`config.mk`:
```
export PLATFORM = sky130hd
export DESIGN_NAME = instruction_fetch_unit_flat
export DESIGN_NICKNAME = d
export VERILOG_FILES = /design/src/rtl/instruction_fetch_unit_if.sv /design/src/rtl/instruction_fetch_unit.sv /design/src/flat_wrapper.sv
export SDC_FILE = /design/constraint.sdc
export NUM_CORES = 1
export LEC_CHECK = 0
export ABC_AREA = 1
export CORE_MARGIN = 1.5
export CORE_UTILIZATION = 45
export CTS_CLUSTER_SIZE = 20
export DETAILED_ROUTE_END_ITERATION = 7
export HOLD_SLACK_MARGIN = 0.15
export PLACE_DENSITY = 0.71
export SYNTH_ARGS = -nofsm -noshare
export SYNTH_HDL_FRONTEND = slang
export SYNTH_SLANG_ARGS = --single-unit
```
`constraint.sdc`:
```
create_clock -name clk -period 3.1 [get_ports clk]
set_clock_uncertainty 0.05 [all_clocks]
set_input_delay 0.31 -clock clk [delete_from_list [all_inputs] [get_ports clk]]
set_output_delay 0.31 -clock clk [all_outputs]
set_load 0.01 [all_outputs]
```
`src/rtl/instruction_fetch_unit_if.sv`:
```
// Fetch-stage bus: decode control, redirect, instruction memory port and IF/ID register.
// master = fetch unit, slave = surrounding pipeline and memory.
interface instruction_fetch_unit_if #(
  parameter int PC_WIDTH    = 32,
  parameter int INSTR_WIDTH = 37
);
  logic                   stall;
  logic                   redirect_valid;
  logic [PC_WIDTH-1:0]    redirect_target;
  logic                   imem_rd_en;
  logic [PC_WIDTH-1:0]    imem_addr;
  logic [INSTR_WIDTH-1:0] imem_rdata;
  logic                   if_id_valid;
  logic [INSTR_WIDTH-1:0] if_id_instruction;
  logic [PC_WIDTH-1:0]    if_id_pc;

  modport master (
    input  stall, redirect_valid, redirect_target, imem_rdata,
    output imem_rd_en, imem_addr, if_id_valid, if_id_instruction, if_id_pc
  );

  modport slave (
    output stall, redirect_valid, redirect_target, imem_rdata,
    input  imem_rd_en, imem_addr, if_id_valid, if_id_instruction, if_id_pc
  );
endinterface

```
`src/rtl/instruction_fetch_unit.sv`:
```
// PC + 1-cycle imem fetch into IF/ID; fetch-to-IF/ID latency 2 cycles, redirect-to-valid 3.
// Decode stall holds IF/ID and parks the in-flight response in a one-entry skid buffer.
module instruction_fetch_unit #(
  parameter int                  PC_WIDTH    = 32,
  parameter int                  INSTR_WIDTH = 37,
  parameter logic [PC_WIDTH-1:0] RESET_PC    = '0
) (
  input logic                     clk,
  input logic                     reset,
  instruction_fetch_unit_if.master bus
);

  typedef struct packed {
    logic [INSTR_WIDTH-1:0] instr;
    logic [PC_WIDTH-1:0]    pc;
  } entry_t;

  localparam logic [PC_WIDTH-1:0] PC_ONE = PC_WIDTH'(1);

  logic [PC_WIDTH-1:0] pc_q, pc_d;
  logic [PC_WIDTH-1:0] req_pc_q, req_pc_d;
  logic                resp_pending_q, resp_pending_d;
  logic                if_id_valid_q, if_id_valid_d;
  logic                skid_valid_q, skid_valid_d;
  entry_t              if_id_q, if_id_d;
  entry_t              skid_q, skid_d;
  entry_t              resp_entry;
  logic                rd_en;

  assign rd_en      = !reset && !bus.stall && !bus.redirect_valid;
  assign resp_entry = '{instr: bus.imem_rdata, pc: req_pc_q};

  always_comb begin
    pc_d           = pc_q;
    req_pc_d       = req_pc_q;
    resp_pending_d = rd_en;
    if_id_valid_d  = if_id_valid_q;
    if_id_d        = if_id_q;
    skid_valid_d   = skid_valid_q;
    skid_d         = skid_q;

    if (rd_en) begin
      pc_d     = pc_q + PC_ONE;
      req_pc_d = pc_q;
    end

    if (bus.redirect_valid) begin
      // In-flight response is dropped; IF/ID payload may stay stale.
      pc_d           = bus.redirect_target;
      resp_pending_d = 1'b0;
      if_id_valid_d  = 1'b0;
      skid_valid_d   = 1'b0;
    end else if (resp_pending_q) begin
      if (!if_id_valid_q || !bus.stall) begin
        if_id_d       = resp_entry;
        if_id_valid_d = 1'b1;
      end else begin
        skid_d       = resp_entry;
        skid_valid_d = 1'b1;
      end
    end else if (skid_valid_q && !bus.stall) begin
      if_id_d       = skid_q;
      if_id_valid_d = 1'b1;
      skid_valid_d  = 1'b0;
    end else if (!bus.stall) begin
      if_id_valid_d = 1'b0;
    end
  end

  always_ff @(posedge clk) begin
    if (reset) begin
      pc_q           <= RESET_PC;
      req_pc_q       <= '0;
      resp_pending_q <= 1'b0;
      if_id_valid_q  <= 1'b0;
      if_id_q        <= '0;
      skid_valid_q   <= 1'b0;
      skid_q         <= '0;
    end else begin
      pc_q           <= pc_d;
      req_pc_q       <= req_pc_d;
      resp_pending_q <= resp_pending_d;
      if_id_valid_q  <= if_id_valid_d;
      if_id_q        <= if_id_d;
      skid_valid_q   <= skid_valid_d;
      skid_q         <= skid_d;
    end
  end

  assign bus.imem_rd_en        = rd_en;
  assign bus.imem_addr         = pc_q;
  assign bus.if_id_valid       = if_id_valid_q;
  assign bus.if_id_instruction = if_id_q.instr;
  assign bus.if_id_pc          = if_id_q.pc;

endmodule

```
`src/flat_wrapper.sv`:
```
// flat-port wrapper written by rule: the top's interface ports become plain ports
module instruction_fetch_unit_flat 
#(
  parameter int                  PC_WIDTH    = 32,
  parameter int                  INSTR_WIDTH = 37,
  parameter logic [PC_WIDTH-1:0] RESET_PC    = '0
)
  (clk, reset, bus_stall, bus_redirect_valid, bus_redirect_target, bus_imem_rdata, bus_imem_rd_en, bus_imem_addr, bus_if_id_valid, bus_if_id_instruction, bus_if_id_pc);
  instruction_fetch_unit_if #(.PC_WIDTH(PC_WIDTH), .INSTR_WIDTH(INSTR_WIDTH)) bus_i ();
  input logic clk;
  input logic reset;
  input wire logic [$bits(bus_i.stall)-1:0] bus_stall;
  input wire logic [$bits(bus_i.redirect_valid)-1:0] bus_redirect_valid;
  input wire logic [$bits(bus_i.redirect_target)-1:0] bus_redirect_target;
  input wire logic [$bits(bus_i.imem_rdata)-1:0] bus_imem_rdata;
  output wire logic [$bits(bus_i.imem_rd_en)-1:0] bus_imem_rd_en;
  output wire logic [$bits(bus_i.imem_addr)-1:0] bus_imem_addr;
  output wire logic [$bits(bus_i.if_id_valid)-1:0] bus_if_id_valid;
  output wire logic [$bits(bus_i.if_id_instruction)-1:0] bus_if_id_instruction;
  output wire logic [$bits(bus_i.if_id_pc)-1:0] bus_if_id_pc;
  assign bus_i.stall = bus_stall;
  assign bus_i.redirect_valid = bus_redirect_valid;
  assign bus_i.redirect_target = bus_redirect_target;
  assign bus_i.imem_rdata = bus_imem_rdata;
  assign bus_imem_rd_en = bus_i.imem_rd_en;
  assign bus_imem_addr = bus_i.imem_addr;
  assign bus_if_id_valid = bus_i.if_id_valid;
  assign bus_if_id_instruction = bus_i.if_id_instruction;
  assign bus_if_id_pc = bus_i.if_id_pc;
  instruction_fetch_unit #(.PC_WIDTH(PC_WIDTH), .INSTR_WIDTH(INSTR_WIDTH), .RESET_PC(RESET_PC)) u_core (.clk(clk), .reset(reset), .bus(bus_i));
endmodule
```
### Yosys cells after proc, flatten, opt, wreduce, memory -nomap -nowiden

Index checks and enable logic that the tools add are counted.

* input bits: 73
* bits in read-only memories: 0
* word-level logic and storage cells: 42
* memory bits (writable): 0
* register bits after elaboration: 205
* latch bits: 0
* memories kept: 0
* output and inout port bits: 103

* reductions and logical operators: 15
* order comparisons: 0
* add/subtract/negate cells: 1
* multipliers: 0
* shifts and indexed selects: 0
* bitwise gates (word level): 2
* equality and inequality tests: 3
* multiplexer cells: 12
* div/mod/pow operators: 0

Operator list (count)
* 69-bit two-way mux: 3
* 32-bit two-way mux: 2
* 32-bit by 1-bit adder with 32-bit output (second input constant): 1
* 1-bit two-way mux: 7
* 3-bit AND reduction: 2
* 1-bit zero test: 4
* 2-bit inequality test (second input constant): 2
* 2-bit AND reduction: 2
* 2-bit nonzero test: 2
* 1-bit logical AND: 3
* 3-bit by 1-bit inequality test with 1-bit output (second input constant): 1
* 1-bit NOT: 2
* 2-bit OR reduction: 1
* 1-bit logical OR: 1

### Logic depth before layout (Yosys ltp)

Gate-level depths: netlist (run 1).

* word-level depth: 5
* gate-level depth with buffers: 10
* depth with buffers taken out: 10

### Least setup slack after synthesis (run 1)

Ideal clock, no wire load.

* path kind: register to register
* from: register u_core.pc_q[1] (netlist: u_core.bus.imem_addr[1])
* to: register u_core.pc_q[24] (netlist: u_core.bus.imem_addr[24])
* setup time: 0.120 ns
* arrival: 1.393 ns
* stages on the path, launching flop included: 9
* period minus slack after synthesis: 1.563 ns
* slack: 1.537 ns
* cells stage by stage: dfxtp_1 -> ha_1 -> inv_1 -> nor2_2 -> nand2_1 -> nor2_1 -> nand3_1 -> o211ai_1 -> nand2_1

* word-level cells in the longest chain between the ends: 3

Ends and longest elaborated chain
* from (decl): line instruction_fetch_unit.sv:20 `logic [PC_WIDTH-1:0] pc_q, pc_d;`
* from (signal assigned): line instruction_fetch_unit.sv:80 `pc_q <= pc_d;`
* 32-bit by 1-bit adder with 32-bit output: line instruction_fetch_unit.sv:43 `pc_d = pc_q + PC_ONE;`
* 32-bit two-way mux: line instruction_fetch_unit.sv:42 `if (rd_en) begin`
* 32-bit two-way mux: line instruction_fetch_unit.sv:47 `if (bus.redirect_valid) begin`

No other way between the ends. The select of a mux whose other input is x is not followed.
A chain may end at the register's enable or synchronous reset.

### Worst setup path after layout (run 1)

* from: input port bus_stall
* to: output port bus_imem_rd_en

* word-level cells in the longest chain between the ends: 3

Ends and longest elaborated chain
* from (decl): line flat_wrapper.sv:12 `input wire logic [$bits(bus_i.stall)-1:0] bus_stall;`
* 1-bit zero test: line instruction_fetch_unit.sv:30 `assign rd_en = !reset && !bus.stall && !bus.redirect_valid;`
* 1-bit logical AND (2 in a row): line instruction_fetch_unit.sv:30
* to (decl): line flat_wrapper.sv:16 `output wire logic [$bits(bus_i.imem_rd_en)-1:0] bus_imem_rd_en;`

No other way between the ends.

==> results of run 1 <==
## state kept, by name, indices dropped and copies added, names as in the netlist
register	flops
u_core.bus.if_id_pc	32
u_core.bus.if_id_valid	1
u_core.resp_pending_q	1
u_core.skid_q	69
u_core.skid_valid_q	1
u_core.req_pc_q	32
u_core.bus.imem_addr	32
u_core.bus.if_id_instruction	37
## power breakdown
part	internal, W	leakage [nW]	switching, W
sequential	0.00271	1.66	0.0000773
combinational	0.000258	2.21	0.000273
clock	0.00149	0.348	0.00105
## cells by family after synthesis
family	synth area share
AOI/OAI and AO/OA	0.1803
adders and majority gates	0.001441
and+or+nand+nor	0.2736
xor gates and xnor gates	0.001009
buffers and inverters	0.07104
DFF	0.4726
## layout make-up
type	instances	area, µm²	share of cell area
clock buffers	34	666.9	0.05922
repair buffers	194	1944	0.1726
inverters	56	212.7	0.01889
flip-flops and latches	205	4105	0.3645
clock inverters	6	38.79	0.003444
multi-input cells	879	3969	0.3524
well taps	260	325.3	0.02889
## worst max-delay path, stage by stage
cell	delay, ns
clkdlybuf4s50_1	0.48
nor2_2	0.17
inv_2	0.13
nor2_4	0.31
clkdlybuf4s50_1	0.60
## path summary, 6_finish.rpt
check	depth (start not counted)	end	slack (ns)	from
max reg2reg	8	u_core.bus.imem_addr[24]	1.23	u_core.bus.imem_addr[1]
min reg2reg	2	u_core.bus.if_id_pc[3]	0.41	u_core.skid_q[3]
min	3	u_core.bus.imem_addr[1]	0.35	bus_redirect_target[1]
max	5	bus_imem_rd_en	0.73	bus_stall
## metal layers
layer	vias to the layer above	track usage
met5	-	0
met2	291	0.3697
met1	3796	0.3377
met4	0	0.06565
li1	4337	-
met3	41	0.03746
## cells in the mapped netlist, drive strengths merged
cell type and n:
nor3 8, a31oi 75, a21oi 15, nand3 58
a221oi 2, or2 4, clkinv 2, inv 54
nand4 8, o21ai 176, buf 41, xor2 1
nor2 217, o211ai 10, clkbuf 43, a21boi 1
a211oi 1, ha 1, dfxtp 205, nand2 298
a22oi 2, a31o 2
## per-stage QoR
stage / area [µm²] / setup slack (ns) / power (W)
floorplan: 8683 / 1.537 / 0.003069
global placement: 10560 / 0.7713 / 0.003368
detailed placement: 10560 / 0.7402 / 0.003367
CTS: 11260 / 0.7268 / 0.005899
global route: 11260 / 0.6170 / 0.006062
finish: 11260 / 0.7256 / 0.005848
==> out/results.tsv, run 1 <==
stage	metric	value	unit
timing	Final Critical Period	2.374	ns
clock_network	CTS tree	yes	
timing	final period utilization	0.7659	
drt	met2 routed WL	10360	µm
final_layout	most frequent cells in the layout	nand2_1, nor2_1, dfxtp_1, clkdlybuf4s50_1, o21ai_0	
global_route	vias in the first global route	7675	
floorplan	site row count	50	
logic_synthesis	synth unique cells	31	
final_layout	Layout fillers	1718	
floorplan	# IOs	176	
power	VDD IR max	0.0003680	V
drt	met1 wire length	11620	µm
logic_synthesis	Netlist Area Pre-Place	8683	µm²
logic_synthesis	sequential share of the synthesized area	0.4726	
logic_synthesis	Avg Inst Size Synth	7.094	µm²
setup_path	Critical Path Sink Type	output pin	
place	placed cell count	1594	
clock_network	clock transition at the registers of the reported paths	0.05	ns
place	post-DP HPWL	15500	µm
logic_synthesis	Syn Inst Count	1224	
drt	DRC Markers	0	
floorplan	core area	18830	µm²
drt	routed wire length	24200	µm
timing	Final TNS setup	0	ns
clock_network	Post-CTS Repair Setup Buffers	0	
drt	met3 WL	1577	µm
timing	count of final setup violators	0	
floorplan	die area	20140	µm²
logic_synthesis	main area contributors after synthesis	dfxtp_1, nand2_1, nor2_1	
setup_path	crit path DAT	2.01	ns
setup_path	required time of the critical path	2.74	ns
global_route	largest net degree at the start of global routing	82	
final_layout	Antenna Cells	0	
timing	Slew Limit Fails	0	
final_layout	nets	1432	
power	Cell Pwr Density	519.3	nW/µm²
setup_path	critical path launch point type	input pin	
global_route	total grt overflow	0	
setup_path	Crit Path Max Fanout	16	
status	status	finished clean	
global_route	antenna violations before repair	0	
drt	via count	8465	
clock_network	worst skew pair latency	0.50	ns
floorplan	Die Height	141.9	µm
setup_path	critical path class	input pin to output pin	
floorplan	effective utilization at floorplan	0.4611	
clock_network	clk sink count	205	
global_route	GRT Overall Usage	0.2362	
drt	WL per Instance	14.81	µm
drt	DRT Pass-1 Iters	5	
floorplan	Die Wd	141.9	µm
job	number of max-cap violations	0	
logic_synthesis	Yosys top cell area share	0.4726	
timing	fmax	0.4212	GHz
clock_network	total CTS buffers	22	
drt	routed vias/inst	5.181	
timing	final hold slack	0.3485	ns
hold_path	hold crit path type	input pin to register	
drt	initial detailed-routing violation count	598	
timing	final hold violation count	0	
drt	DR top layer	met4	
final_layout	final core utilization	0.5981	
timing	Least-Margin Pin Slew	0.7948	ns
logic_synthesis	#FFs+latches synth	205	
final_layout	fin cells	1634	
logic_synthesis	Synth Warn #	0	
final_layout	share of layout cells above drive strength 1	0.05313	
place	Final Wtd Congestion	0.8980	
global_route	first-pass GRT wire length	38830	µm
clock_network	hold buffer count at cts	0	
clock_network	Max clock buf depth	3	
power	LEAKAGE	4.219	nW
final_layout	Area Overhead vs Synth	29.70	%
clock_network	Clock Tree Root	clkbuf_16	
logic_synthesis	Mapped Nets	1298	
clock_network	CTS H-tree depth	1	
logic_synthesis	Synth area leader	dfxtp_1	
timing	Max-slew headroom	0.4701	
timing	RSZ-0062 raised after global routing	no	
place	Port Buffers	175	
drt	Final ANT Viol Nets	0	
clock_network	# resized after CTS	0	
final_layout	most common cell after layout, fill and taps aside	nand2_1	
No activity file was read; power rests on OpenSTA's default activity.
==> inputs of run 2 (changes only) <==
==> constraint.sdc (replaced) <==
create_clock -name clk -period 2.2 [get_ports clk]
set_clock_uncertainty 0.05 [all_clocks]
set_input_delay 0.22 -clock clk [delete_from_list [all_inputs] [get_ports clk]]
set_output_delay 0.22 -clock clk [all_outputs]
set_load 0.01 [all_outputs]
==> run 2 against run 1 <==
Effect of this change:
- final cell count rose by 0.43%
- critical path depth did not move
- clock power rose by 47%
- design area rose by 1.6%
- sequential power rose by 41%
- critical endpoint unchanged
==> out/results.tsv, run 2 (synthesis gave the netlist of run 1 again) <==
stage	metric	value	unit	change
drt	met1 wire length	11070	µm	-4.7%
timing	Slew Limit Fails	0		unchanged
drt	DRT Pass-1 Iters	6		+1
place	pre-CTS setup slack	0.1638	ns	-0.5764 ns
floorplan	effective utilization at floorplan	0.4611		unchanged
clock_network	total CTS buffers	22		unchanged
global_route	total grt overflow	0		unchanged
final_layout	Largest Register	u_core.skid_q		
timing	Final TNS setup	0	ns	unchanged
final_layout	most common cell after layout, fill and taps aside	nand2_1		
clock_network	CTS tree	yes		
clock_network	Clock Tree Root	clkbuf_16		
setup_path	critical path launch point type	input pin		
timing	final hold violation count	0		unchanged
setup_path	Crit Path Max Fanout	4		-12
place	DP Area	10710	µm²	+1.5%
clock_network	clk sink count	205		unchanged
setup_path	Worst R2R Setup Slack	0.28	ns	-0.95 ns
final_layout	Reg area	4105	µm²	unchanged
global_route	GRT Overall Usage	0.2362		about the same
final_layout	Antenna Cells	0		unchanged
drt	DRC Markers	0		unchanged
place	Final Wtd Congestion	0.9200		+2.4%
timing	fmax	0.5076	GHz	
final_layout	share of layout cells above drive strength 1	0.05938		+0.006248
clock_network	worst skew pair latency	0.50	ns	about the same
drt	WL per Instance	14.70	µm	-0.71%
drt	DR top layer	met4		
place	Port Buffers	175		unchanged
clock_network	hold buffer count at cts	0		unchanged
setup_path	Setup crit start	bus_stall		
hold_path	hold crit path type	input pin to register		
timing	Least-Margin Pin Slew	0.7769	ns	-0.01796 ns
final_layout	Area Overhead vs Synth	31.83	%	
global_route	largest net degree at the start of global routing	72		-12%
timing	Final Critical Period	1.970	ns	
final_layout	most frequent cells in the layout	nand2_1, nor2_1, dfxtp_1, clkdlybuf4s50_1, o21ai_0		
final_layout	number of flip-flops in the largest register	69		unchanged
global_route	first-pass GRT wire length	38810	µm	about the same
timing	final period utilization	0.8954		
drt	met3 WL	1929	µm	+22%
drt	met2 routed WL	10560	µm	+1.9%
final_layout	final core utilization	0.6079		+0.009834
setup_path	Slowest-stage cell, CP	clkdlybuf4s50_1		
drt	Final ANT Viol Nets	0		unchanged
setup_path	most numerous cell on the critical path	clkdlybuf4s50_1		
timing	Max-slew headroom	0.4821		+0.01197
timing	final setup margin	0.2301	ns	-0.4955 ns
setup_path	r2r startpoint	u_core.bus.imem_addr[0]		
setup_path	slowest stage delay, CP	0.57	ns	-0.03 ns
final_layout	nets	1443		+0.77%
clock_network	Post-CTS Repair Setup Buffers	0		unchanged
power	LEAKAGE	4.308	nW	+2.1%
clock_network	CTS H-tree depth	1		unchanged
setup_path	R2R Path End	u_core.bus.imem_addr[24]		
power	Cell Pwr Density	735.5	nW/µm²	+42%
floorplan	core area	18830	µm²	unchanged
setup_path	end of the critical path	bus_imem_rd_en		
setup_path	worst path cell trace	clkdlybuf4s50_1, nor2_2, inv_2, nor2_4, clkdlybuf4s50_1		
floorplan	site row count	50		unchanged
clock_network	# resized after CTS	0		unchanged
setup_path	Critical Path Sink Type	output pin		
clock_network	clock transition at the registers of the reported paths	0.06	ns	about the same
clock_network	Max clock buf depth	3		unchanged
drt	initial detailed-routing violation count	667		+12%
floorplan	Die Height	141.9	µm	unchanged
setup_path	reg2reg path depth	8		unchanged
timing	count of final setup violators	0		unchanged
status	status	finished clean		
drt	routed wire length	24130	µm	-0.29%
drt	via count	8578		+1.3%
global_route	vias in the first global route	7788		+1.5%
final_layout	post-route design area	11450	µm²	+1.6%
timing	RSZ-0062 raised after global routing	no		
power	VDD IR max	0.0006197	V	+68%
floorplan	Die Wd	141.9	µm	unchanged
floorplan	# IOs	176		unchanged
floorplan	die area	20140	µm²	unchanged
setup_path	crit path DAT	1.70	ns	-0.31 ns
place	post-DP HPWL	15920	µm	+2.7%
global_route	antenna violations before repair	0		unchanged
final_layout	Layout fillers	1714		-0.23%
final_layout	multi-input logic area	3969	µm²	unchanged
setup_path	required time of the critical path	1.93	ns	-0.81 ns
setup_path	critical path class	input pin to output pin		
power	Overall Power	0.008420	W	+44%
job	number of max-cap violations	0		unchanged
drt	routed vias/inst	5.227		+0.90%
## run 2: cell count changes in the layout (fill, tap and decap cells not counted), sizes merged
cell,change
clkinv,-3
buf,+11
bufinv,+2
clkinvlp,-1
clkbuf,-2
## run 2: stage by stage
stage | hold slack (ns) | std cells
6_report | 0.2522 | 1641
5_1_grt | 0.2706 | 1641
4_1_cts | 0.2412 | 1641
3_5_place_dp | 0.4173 | 1605
3_3_place_gp | 0.4072 | 1605
2_1_floorplan | 0.3049 | 1224
## run 2: how the worst min path moves through the flow
stage / start / to / slack [ns] / depth (start not counted)
floorplan: bus_imem_rdata[0] / u_core.skid_q[32] / 0.30 / 2
global placement: u_core.req_pc_q[23] / u_core.skid_q[23] / 0.41 / 2
detailed placement: u_core.skid_q[53] / u_core.bus.if_id_instruction[21] / 0.42 / 2
CTS: bus_redirect_target[1] / u_core.bus.imem_addr[1] / 0.24 / 3
global route: bus_redirect_target[14] / u_core.bus.imem_addr[14] / 0.27 / 3
finish: bus_redirect_target[1] / u_core.bus.imem_addr[1] / 0.25 / 3
## run 2: critical path: cells and delay by family
| kind | cells | cell delay [ns] |
|---|---|---|
| buffers and inverters | 3 | 1.13 |
| AND/OR/NAND/NOR | 2 | 0.35 |
## run 2: per-layer routing
| layer | up-vias | track usage |
|---|---|---|
| li1 | 4350 | - |
| met1 | 3854 | 0.3321 |
| met2 | 335 | 0.3754 |
| met3 | 39 | 0.03476 |
| met4 | 0 | 0.07216 |
| met5 | - | 0 |
## run 2: final cells by class
type                       instances  share of cell area
sequential                       205              0.3586
multi-input combinational        879              0.3467
timing repair buffer             205              0.1836
clock buffer                      32             0.05760
tap                              260             0.02842
inverter                          56             0.01858
clock inverter                     4            0.006449
## run 2: where the power goes
part	internal, W	switching, W
Clock	0.00230	0.00143
Combinational	0.000382	0.000389
Sequential	0.00382	0.000105
==> inputs of run 3 (changes only) <==
--- a/config.mk
+++ b/config.mk
@@ -5,13 +5,15 @@
 export SDC_FILE = /design/constraint.sdc
 export NUM_CORES = 1
 export LEC_CHECK = 0
-export ABC_AREA = 1
+export ABC_AREA = 0
 export CORE_MARGIN = 1.5
 export CORE_UTILIZATION = 45
 export CTS_CLUSTER_SIZE = 20
 export DETAILED_ROUTE_END_ITERATION = 7
 export HOLD_SLACK_MARGIN = 0.15
-export PLACE_DENSITY = 0.71
+export PLACE_DENSITY = 0.72
+export SKIP_CTS_REPAIR_TIMING = 1
+export SLEW_MARGIN = 0
 export SYNTH_ARGS = -nofsm -noshare
 export SYNTH_HDL_FRONTEND = slang
 export SYNTH_SLANG_ARGS = --single-unit
==> run 3 against run 2 <==
Effect of this change:
- clock power up 5%
- largest cell class is now multi-input gates
- synthesized cell count down 16%
- design area up 1.5%
- core utilization up 1.3 points
- die area down 1.2%
- critical path type unchanged
==> out/results.tsv, run 3 <==
stage	metric	value	unit	change
status	status	finished clean		
setup_path	CP delay by family, top	buffers and inverters		
logic_synthesis	Yosys top cell area share	0.4786		+0.005930
setup_path	Crit Path Max Fanout	44		+40
power	Cell Pwr Density	745.5	nW/µm²	+1.4%
timing	fmax	0.4704	GHz	-7.3%
power	Int Power	0.006678	W	+2.8%
logic_synthesis	ys flop type	dfxtp_1		
setup_path	slowest stage delay, CP	0.56	ns	about the same
logic_synthesis	Synth Area in Adders	0.001459		+0.00001808
floorplan	effective utilization at floorplan	0.4585		-0.002668
hold_path	hold crit path type	input pin to register		
place	Port Buffers	175		unchanged
power	VDD IR max	0.0004492	V	-28%
final_layout	most common cell after layout, fill and taps aside	nand2_1		
setup_path	crit path DAT	1.86	ns	+0.16 ns
clock_network	CTS H-tree depth	1		unchanged
clock_network	clk sink count	205		unchanged
logic_synthesis	largest family of logic cells by synthesized area	simple AND/OR/NAND/NOR gates		
logic_synthesis	Synth Area in Simple Gates	0.2137		-0.05989
floorplan	Die Height	141.0	µm	-0.61%
logic_synthesis	Post-synth EDFFs	0		unchanged
setup_path	worst path cell trace	dlygate4sd3_1, buf_6, nor3_2, buf_4, clkdlybuf4s50_1		
hold_path	WHS Endpoint	u_core.bus.imem_addr[26]		
setup_path	reg2reg path depth	5		-3
logic_synthesis	main area contributors after synthesis	dfxtp_1, nand2_1, mux2i_1		
logic_synthesis	Avg Inst Size Synth	8.375	µm²	+18%
place	pre-CTS setup slack	0.1156	ns	-0.04817 ns
logic_synthesis	most common cell in the netlist	nand2_1		
power	Sw Share	0.2293		+0.001102
final_layout	Largest Register	u_core.skid_q		
setup_path	r2r startpoint	u_core.bus.imem_addr[5]		
global_route	GRT Overall Usage	0.2166		-0.01961
setup_path	Slowest-stage cell, CP	dlygate4sd3_1		
timing	final period utilization	0.9663		+0.07084
setup_path	critical path launch point type	input pin		
logic_synthesis	#FFs+latches synth	205		unchanged
hold_path	Worst Hold Launch	bus_redirect_target[26]		
timing	final setup margin	0.07423	ns	-0.1558 ns
power	LEAKAGE	3.801	nW	-12%
power	power share of the combinational group	0.097		+0.005
setup_path	R2R Path End	u_core.bus.imem_addr[18]		
drt	routed wire length	22240	µm	-7.8%
final_layout	Layout fillers	1603		-6.5%
final_layout	number of flip-flops in the largest register	69		unchanged
logic_synthesis	Compound-Gate Fraction of Synth Area	0.1713		-0.008973
place	post-DP HPWL	14620	µm	-8.2%
logic_synthesis	Synth async-reset ratio	0		unchanged
global_route	antenna violations before repair	0		unchanged
timing	Least-Margin Pin Slew	0.7796	ns	+0.002734 ns
global_route	first-pass GRT wire length	35900	µm	-7.5%
power	Seq pwr share	0.453		-0.013
clock_network	CTS tree	yes		
clock_network	clock transition at the registers of the reported paths	0.06	ns	about the same
final_layout	Reg area	4108	µm²	about the same
floorplan	die area	19890	µm²	-1.2%
logic_synthesis	xor/xnor share of the synthesized area	0.01123		+0.01023
timing	count of final setup violators	0		unchanged
final_layout	share of layout cells above drive strength 1	0.08714		+0.02776
final_layout	most frequent cells in the layout	nand2_1, dfxtp_1, clkdlybuf4s50_1, nor2_1, a211oi_1		
logic_synthesis	Netlist Area Pre-Place	8576	µm²	-1.2%
global_route	largest net degree at the start of global routing	75		+4.2%
timing	RSZ-0062 raised after global routing	no		
setup_path	critical path class	input pin to output pin		
floorplan	# IOs	176		unchanged
job	number of max-cap violations	0		unchanged
clock_network	worst skew pair latency	0.50	ns	about the same
global_route	vias in the first global route	7091		-8.9%
final_layout	multi-input logic area	4134	µm²	+4.2%
power	clock share of power	0.450		+0.007
logic_synthesis	Mapped Nets	1098		-15%
drt	initial detailed-routing violation count	459		-31%
setup_path	required time of the critical path	1.93	ns	about the same
place	Final Wtd Congestion	0.8793		-4.4%
setup_path	Critical Path Sink Type	output pin		
setup_path	CP Buf/Inv Count	4		+1
logic_synthesis	top post-synthesis cells by count	nand2_1, dfxtp_1, nor2_1, a211oi_1, clkbuf_1		
clock_network	total CTS buffers	22		unchanged
clock_network	Clock Tree Root	clkbuf_16		
final_layout	Antenna Cells	0		unchanged
logic_synthesis	Syn Inst Count	1024		-16%
logic_synthesis	sequential share of the synthesized area	0.4786		+0.005930
drt	DRT Pass-1 Iters	5		-1
timing	Final Critical Period	2.126	ns	+0.1558 ns
final_layout	nets	1263		-12%
hold_path	WHS Path Cells	3		unchanged
timing	final hold violation count	0		unchanged
floorplan	Die Wd	141.0	µm	-0.61%
power	P_sw	0.001986	W	+3.4%
floorplan	core area	18710	µm²	-0.66%
drt	WL per Instance	15.45	µm	+5.1%
timing	Max-slew headroom	0.4803		-0.001823
floorplan	site row count	50		unchanged
logic_synthesis	Synth Warn #	0		unchanged
drt	Final ANT Viol Nets	0		unchanged
timing	Final TNS setup	0	ns	unchanged
drt	via count	7764		-9.5%
final_layout	Area Overhead vs Synth	35.53	%	
drt	DRC Markers	0		unchanged
logic_synthesis	synth unique cells	52		+68%
timing	Slew Limit Fails	0		unchanged
drt	routed vias/inst	5.395		+3.2%
global_route	total grt overflow	0		unchanged
setup_path	Worst R2R Setup Slack	0.18	ns	-0.10 ns
clock_network	Max clock buf depth	3		unchanged
logic_synthesis	mux cell area share after synthesis	0.08170		+0.08170
logic_synthesis	Synth area leader	dfxtp_1		
## run 3: worst min-delay path, stage by stage
cell and delay, ns:
clkdlybuf4s50_1 0.39, inv_1 0.07, a2111oi_2 0.06
## run 3: cells by family (layout without fill, tap and decap cells)
logic type      after synthesis  in the layout
flops                       205            205
compound gates              230            230
xor+xnor                     11             11
fa+ha+maj                     1              1
mux                          70             70
buf+inv                      95            276
simple gates                412            412
## run 3: worst max-delay path by stage
stage | startpoint | end | slack, ns | cells after the start
after floorplan | u_core.bus.imem_addr[2] | u_core.bus.imem_addr[24] | 0.15 | 5
after global placement | bus_stall | u_core.bus.imem_addr[25] | 0.14 | 6
after detailed placement | bus_stall | u_core.bus.imem_addr[25] | 0.12 | 6
after CTS | u_core.bus.imem_addr[5] | u_core.bus.imem_addr[22] | 0.17 | 5
after global routing | reset | bus_imem_rd_en | 0.02 | 5
final | reset | bus_imem_rd_en | 0.07 | 5
## run 3: metrics by stage
stage	cells	utilization	power, W	hold WS, ns	area (µm²)
2_1_floorplan	1024	-	0.004356	0.2983	8576
3_3_place_gp	1398	0.5787	0.004830	0.3906	10820
3_5_place_dp	1398	0.5787	0.004838	0.3956	10820
4_1_cts	1438	0.6208	0.008753	0.009722	11610
5_1_grt	1439	0.6213	0.009006	0.2581	11620
6_report	1439	0.6213	0.008665	0.2426	11620
## run 3: layer usage
| metal | vias up | GRT usage | share of wire |
|---|---|---|---|
| met5 | - | 0 | 0 |
| met4 | 0 | 0.05757 | 0.017 |
| met3 | 28 | 0.03872 | 0.062 |
| met2 | 266 | 0.3440 | 0.45 |
| met1 | 3534 | 0.3039 | 0.47 |
| li1 | 3936 | - | - |
## run 3: power groups by stage
stage | sequential (W) | clock, W | combinational (W)
finish | 0.00392 | 0.00390 | 0.000839
global route | 0.00394 | 0.00416 | 0.000907
CTS | 0.00392 | 0.00399 | 0.000840
detailed placement | 0.00400 | 0 | 0.000834
global placement | 0.00400 | 0 | 0.000828
floorplan | 0.00403 | 0 | 0.000325
## run 3: final cells by class
| type | instances | share of cell area |
|---|---|---|
| clock buffer | 31 | 0.05910 |
| clock inverter | 9 | 0.008720 |
| inverter | 7 | 0.002261 |
| multi-input combinational | 724 | 0.3557 |
| sequential | 205 | 0.3534 |
| tap | 234 | 0.02519 |
| timing repair buffer | 229 | 0.1956 |
